### src/rtl/ham_secded_stream_decoder.sv
`default_nettype none
// ============================================================================
// Module  : ham_secded_stream_decoder
// Purpose : Two-stage SECDED (extended Hamming) stream decoder with valid/ready
//           flow control and saturating single/double error counters.
//           Optional fault-injection port inj_mask when HAM_ERR_INJECT_EN is defined.
// Rev     : 1.0  initial release
// ============================================================================
module ham_secded_stream_decoder #(
   parameter int  DATA_W = 8,
   parameter int  CNT_W  = 16,
   // Fixed-point iteration of P = clog2(DATA_W+P+1), starting from a lower bound
   localparam int P      = $clog2(DATA_W + 1 + $clog2(DATA_W + 1 + $clog2(DATA_W + 1 + $clog2(DATA_W + 1)))),
   localparam int CW_W   = DATA_W + P + 1
) (
   input  logic              clk,
   input  logic              rst,
   input  logic              in_valid,
   output logic              in_ready,
   input  logic [CW_W-1:0]   in_code,
`ifdef HAM_ERR_INJECT_EN
   input  logic [CW_W-1:0]   inj_mask,
`endif
   output logic              out_valid,
   input  logic              out_ready,
   output logic [DATA_W-1:0] out_data,
   output logic [P-1:0]      out_syndrome,
   output logic              out_single,
   output logic              out_double,
   input  logic              cnt_clr,
   output logic [CNT_W-1:0]  err_cnt_single,
   output logic [CNT_W-1:0]  err_cnt_double
);

   logic              s1_valid_q, s1_valid_d;
   logic [CW_W-2:0]   s1_code_q, s1_code_d;
   logic [P-1:0]      s1_syn_q, s1_syn_d;
   logic              s1_par_q, s1_par_d;
   logic              out_valid_q, out_valid_d;
   logic [DATA_W-1:0] out_data_q, out_data_d;
   logic [P-1:0]      out_syn_q, out_syn_d;
   logic              out_single_q, out_single_d;
   logic              out_double_q, out_double_d;
   logic [CNT_W-1:0]  cnt_single_q, cnt_single_d;
   logic [CNT_W-1:0]  cnt_double_q, cnt_double_d;

   logic [CW_W-1:0]   w_code;
   logic [P-1:0]      w_syn;
   logic              w_par;
   logic              w_s2_adv;
   logic              w_fire;
   logic              w_flip;
   logic              w_single;
   logic              w_double;
   logic [CW_W-2:0]   w_fix;
   logic [DATA_W-1:0] w_data;

`ifdef HAM_ERR_INJECT_EN
   assign w_code = in_code ^ inj_mask;
`else
   assign w_code = in_code;
`endif

   // Syndrome is the XOR of the (1-based) positions of all set bits below the overall parity bit
   always_comb begin
      w_syn = '0;
      for (int i = 0; i < CW_W - 1; i++) begin
         if (w_code[i]) w_syn = w_syn ^ P'(i + 1);
      end
      w_par = ^w_code;
   end

   always_comb begin
      w_single = 1'b0;
      w_double = 1'b0;
      w_flip   = 1'b0;
      if (s1_par_q) begin
         if (s1_syn_q == '0) begin
            w_single = 1'b1;
         end else if (s1_syn_q <= P'(CW_W - 1)) begin
            w_single = 1'b1;
            w_flip   = 1'b1;
         end else begin
            w_double = 1'b1;
         end
      end else if (s1_syn_q != '0) begin
         w_double = 1'b1;
      end
   end

   always_comb begin
      int k;
      k     = 0;
      w_fix = s1_code_q;
      for (int i = 0; i < CW_W - 1; i++) begin
         if (w_flip && (s1_syn_q == P'(i + 1))) w_fix[i] = ~w_fix[i];
      end
      w_data = '0;
      for (int pos = 1; pos < CW_W; pos++) begin
         if ((pos & (pos - 1)) != 0) begin
            w_data[k] = w_fix[pos-1];
            k = k + 1;
         end
      end
   end

   assign w_s2_adv = !out_valid_q || out_ready;
   assign w_fire   = out_valid_q && out_ready;
   assign in_ready = !s1_valid_q || w_s2_adv;

   always_comb begin
      s1_valid_d   = s1_valid_q;
      s1_code_d    = s1_code_q;
      s1_syn_d     = s1_syn_q;
      s1_par_d     = s1_par_q;
      out_valid_d  = out_valid_q;
      out_data_d   = out_data_q;
      out_syn_d    = out_syn_q;
      out_single_d = out_single_q;
      out_double_d = out_double_q;
      cnt_single_d = cnt_single_q;
      cnt_double_d = cnt_double_q;

      if (in_ready) begin
         s1_valid_d = in_valid;
         if (in_valid) begin
            s1_code_d = w_code[CW_W-2:0];
            s1_syn_d  = w_syn;
            s1_par_d  = w_par;
         end
      end

      if (w_s2_adv) begin
         out_valid_d = s1_valid_q;
         if (s1_valid_q) begin
            out_data_d   = w_data;
            out_syn_d    = s1_syn_q;
            out_single_d = w_single;
            out_double_d = w_double;
         end
      end

      // Clear wins over a coincident delivery; counters stick at all-ones
      if (cnt_clr) begin
         cnt_single_d = '0;
         cnt_double_d = '0;
      end else if (w_fire) begin
         if (out_single_q && (cnt_single_q != '1)) cnt_single_d = cnt_single_q + 1'b1;
         if (out_double_q && (cnt_double_q != '1)) cnt_double_d = cnt_double_q + 1'b1;
      end
   end

   always_ff @(posedge clk or posedge rst) begin
      if (rst) begin
         s1_valid_q   <= 1'b0;
         s1_code_q    <= '0;
         s1_syn_q     <= '0;
         s1_par_q     <= 1'b0;
         out_valid_q  <= 1'b0;
         out_data_q   <= '0;
         out_syn_q    <= '0;
         out_single_q <= 1'b0;
         out_double_q <= 1'b0;
         cnt_single_q <= '0;
         cnt_double_q <= '0;
      end else begin
         s1_valid_q   <= s1_valid_d;
         s1_code_q    <= s1_code_d;
         s1_syn_q     <= s1_syn_d;
         s1_par_q     <= s1_par_d;
         out_valid_q  <= out_valid_d;
         out_data_q   <= out_data_d;
         out_syn_q    <= out_syn_d;
         out_single_q <= out_single_d;
         out_double_q <= out_double_d;
         cnt_single_q <= cnt_single_d;
         cnt_double_q <= cnt_double_d;
      end
   end

   assign out_valid      = out_valid_q;
   assign out_data       = out_data_q;
   assign out_syndrome   = out_syn_q;
   assign out_single     = out_single_q;
   assign out_double     = out_double_q;
   assign err_cnt_single = cnt_single_q;
   assign err_cnt_double = cnt_double_q;

endmodule
`default_nettype wire

### config.mk
export PLATFORM = sky130hd
export DESIGN_NAME = ham_secded_stream_decoder
export DESIGN_NICKNAME = d
export VERILOG_FILES = /design/src/rtl/ham_secded_stream_decoder.sv
export SDC_FILE = /design/constraint.sdc
export NUM_CORES = 1
export LEC_CHECK = 0
export CORE_MARGIN = 3
export CORE_UTILIZATION = 50
export CTS_BUF_LIST = sky130_fd_sc_hd__clkbuf_16
export CTS_CLUSTER_SIZE = 16
export DETAILED_ROUTE_END_ITERATION = 8
export GPL_ROUTABILITY_DRIVEN = 0
export GPL_TIMING_DRIVEN = 0
export PLACE_DENSITY = 0.86
export SYNTH_ARGS = -nofsm -noshare
export SYNTH_HDL_FRONTEND = slang
export SYNTH_SLANG_ARGS = --single-unit
### constraint.sdc
create_clock -name clk -period 3 [get_ports clk]
set_input_delay 0.9 -clock clk [delete_from_list [all_inputs] [get_ports clk]]
set_output_delay 0.9 -clock clk [all_outputs]
set_load 0.01 [all_outputs]
==> impl_metrics.py <==
metrics = {
    "place": {
        "io_buffers": 64,
        "dp_hpwl_um": 5690,
        "dp_slack_ns": -0.231,
    },
    "sta": {
        "fin_worst_skew_ns": 0.00836,
        "rsz0062_at_grt": "false",
        "post-route-min-period_ns": 2.86,
        "relSlewSlack_pct": 57.8,
        "hold_slack_ns": 0.475,
        "setup_ws_ns": 0.142,
        "fin_crit_sh_pct": 95.3,
        "fmax_mhz": 350,
        "tightest_slew_ns": 0.632,
        "setup_viol": 0,
        "finalMaxSlewViolations": 0,
        "final.setup.tns_ns": 0,
        "hold_viol": 0,
    },
    "critical_path": {
        "required_ns": 2.10,
        "startpoint_type": "input port",
        "arrival_ns": 1.96,
        "path_class": "input port to output port",
        "critPathCaptureType": "output port",
        "crit_family": "buffers and inverters",
        "worstPathCellList": "clkdlybuf4s15_1 -> nand3b_1 -> clkdlybuf4s50_1",
        "critPathLaunch": "out_ready",
        "slowest_stage": "clkdlybuf4s50_1",
        "r2r-start": "err_cnt_single[0]",
        "worstPathBufferInverterCount": 2,
        "worstPathMaxFanout": 6,
        "slowest_delay_ns": 0.55,
    },
    "power_and_ir_drop": {
        "p_per_area_mw_per_mm2": 591,
        "comb_power_share_pct": 20.9,
        "p_sw_uw": 716,
        "pwr-share-clk_pct": 38.3,
        "p_sw_share_pct": 27.9,
        "vdd_drop_max_v": 0.000408,
        "cell_internal_pwr_uw": 1850,
        "p_leak_uw": 0.00165,
        "p_seq_share_pct": 40.8,
    },
    "synth": {
        "synthArstFlopShare_pct": 100,
        "synth_edf_count": 0,
        "yosys_register_bits": 61,
        "yosysSeqAreaShare_pct": 46.3,
        "synthCells": 336,
        "synth_fp_nets": 356,
        "synth_ff_type": "dfrtp_1",
        "synth.cell_area_mm2": 0.00330,
        "postSynthAreaPerCell_um2": 9.81,
        "ys_types": 42,
        "yosys_warnings": 0,
    },
    "clocking": {
        "root_buffer": "clkbuf_16",
        "h-tree-depth": 3,
        "ctsHoldBuffers": 0,
        "cts_buffers": 9,
        "clock_latency_ns": 0.33,
        "clk_pin_slew_ns": 0.05,
        "cts_sinks": 61,
        "clock_path_buffers": 2,
        "cts_tree": "built",
    },
    "die": {
        "io_pins": 66,
        "start_util_pct": 53.4,
        "die_y_um": 87.2,
        "fp-row-count": 28,
        "die_w_um": 87.2,
        "core_region_area_mm2": 0.00617,
        "dieArea_mm2": 0.00760,
    },
    "detailed_routing": {
        "routed_wirelength_um": 7800,
        "drc_errors": 0,
        "dr_total_vias": 2961,
        "post_drt_wl_per_cell_um": 15.9,
        "dr.first_iter.drc_count": 170,
        "first_pass_iters": 4,
        "viasPerCell": 6.02,
        "ant_nets": 0,
    },
    "outcome": {
        "status": "complete, no violations",
    },
    "global_routing": {
        "grt_pass1_wl_um": 13300,
        "grt_max_degree": 34,
        "grt_use_total_pct": 21.9,
        "antenna_found_initial": 0,
        "grt-ovfl-total": 0,
        "grt_pass1_vias": 2932,
    },
    "finish": {
        "drive_above_1_share_pct": 10.1,
        "num-nets-final": 433,
        "area_growth_pct": 31.6,
        "diodes": 0,
    },
    "job": {
        "drv_cap": 0,
    },
    "worst_hold_path": {
        "hp-start": "out_syndrome[2]",
        "hold_class": "flop to flop",
    },
}
## sequential cells by signal (all words and copies together) (netlist names)
signal          cells
s1_par_q            1
s1_syn_q            4
out_syndrome        4
s1_code_q           8
err_cnt_double     16
out_single          1
out_valid           1
out_data            8
s1_valid_q          1
out_double          1
err_cnt_single     16
## final timing paths
path / slack, ns / cells past startpoint / endpoint
max: 0.14 / 3 / in_ready
min reg2reg: 0.48 / 2 / out_syndrome[2]
max reg2reg: 0.96 / 6 / err_cnt_single[5]
min: 0.48 / 2 / out_syndrome[2]
min in group asynchronous: 0.98 / 2 / err_cnt_double[12]
max in group asynchronous: 1.43 / 3 / err_cnt_single[7]
## cell type report
cell class / instances / area [um2]
repair buffers: 66 / 668
plain buffers: 13 / 63.8
inverters: 4 / 15.0
clock buffers: 9 / 225
well taps: 75 / 93.8
flip-flops and latches: 61 / 1530
clock inverters: 6 / 55.1
fillers: 481 / 1830
multi-input cells: 258 / 1690
## worst reg2reg max path, cell delays in order, from the launching register on
cell and delay [ns]:
dfrtp_1 0.44, ha_1 0.22, nand3_1 0.18, nor4_2 0.54, buf_2 0.31, o31ai_1 0.10, a21oi_1 0.17
## power groups by stage
stage	clock (uW)	sequential, uW	combinational (uW)
4_1_cts	991	1040	541
5_1_grt	1020	1060	600
2_1_floorplan	0	1060	283
3_5_place_dp	0	1060	540
3_3_place_gp	0	1050	521
6_report	982	1050	536
## cells in the final DEF, fill, tap and decap left out, types with 4 or more instances in the layout
| cell type | instances |
|---|---|
| clkbuf_16 | 9 |
| mux2_2 | 14 |
| a21oi_1 | 27 |
| clkdlybuf4s50_1 | 63 |
| nand3b_1 | 4 |
| o21ai_0 | 24 |
| clkbuf_1 | 8 |
| o31ai_1 | 16 |
| dfrtp_1 | 61 |
| nand4_1 | 15 |
| o41ai_1 | 4 |
| or4_1 | 18 |
| or3_1 | 6 |
| and3_1 | 4 |
| nand3_1 | 12 |
| nand2b_1 | 4 |
| nor2_1 | 14 |
| xnor2_1 | 22 |
| nand2_1 | 42 |
## per-layer routing
| metal | track usage [%] | vias up | wire length (um) |
|---|---|---|---|
| li1 | - | 1410 | - |
| met3 | 3.12 | 13 | 420 |
| met2 | 37.8 | 107 | 3970 |
| met5 | 0 | - | 0 |
| met1 | 27.3 | 1431 | 3280 |
| met4 | 9.62 | 0 | 128 |
## through the flow
step                power, uW  cells  utilization [%]  instance area (um2)
finish                   2560    492             70.4                 4340
global route             2680    492             70.4                 4340
CTS                      2580    491             70.2                 4330
detailed placement       1600    476             65.7                 4050
global placement         1570    475             65.4                 4030
floorplan                1340    336                -                 3300
## kinds of logic (layout without fill, tap and decap cells)
| kind of cell | after synthesis | after routing | synth area share (%) |
|---|---|---|---|
| adders and majority gates | 2 | 2 | 0.759 |
| and+or+nand+nor | 142 | 142 | 24.8 |
| AOI/OAI and AO/OA | 74 | 74 | 13.1 |
| muxes | 14 | 14 | 4.78 |
| xor gates and xnor gates | 26 | 26 | 7.78 |
| DFF | 61 | 61 | 46.3 |
| buffers and inverters | 17 | 98 | 2.39 |
## synth_stat cells (2+ instances only)
cell type / count / area share [%]
o41ai_1: 4 / 1.1
nand3b_1: 4 / 0.91
and3_1: 4 / 0.76
clkbuf_1: 8 / 0.91
buf_2: 3 / 0.46
mux2_2: 14 / 4.8
xnor2_1: 22 / 5.8
or3_1: 6 / 1.1
ha_1: 2 / 0.76
or4_1: 18 / 4.1
nand4_1: 15 / 2.8
nor4_2: 2 / 0.76
and4_1: 3 / 0.80
nand2_1: 42 / 4.8
nor2_1: 14 / 1.6
xor2_1: 2 / 0.53
inv_1: 4 / 0.46
dfrtp_1: 61 / 46
o21ai_0: 24 / 3.6
a21oi_1: 27 / 4.1
o31ai_1: 16 / 3.6
nor2b_1: 3 / 0.57
nor3_1: 3 / 0.46
nand3_1: 12 / 1.8
nand3_4: 2 / 1.1
nand2b_1: 4 / 0.76
and2_1: 2 / 0.38
## what timing repair did
item / CTS / global route
buffers inserted: 0 / 1
pin swaps: 0 / 0
hold endpoints to repair: 0 / 0
endpoints found under the setup margin: 1 / 1
resized for setup: 1 / 1
Power figures use the tool's default switching activity.
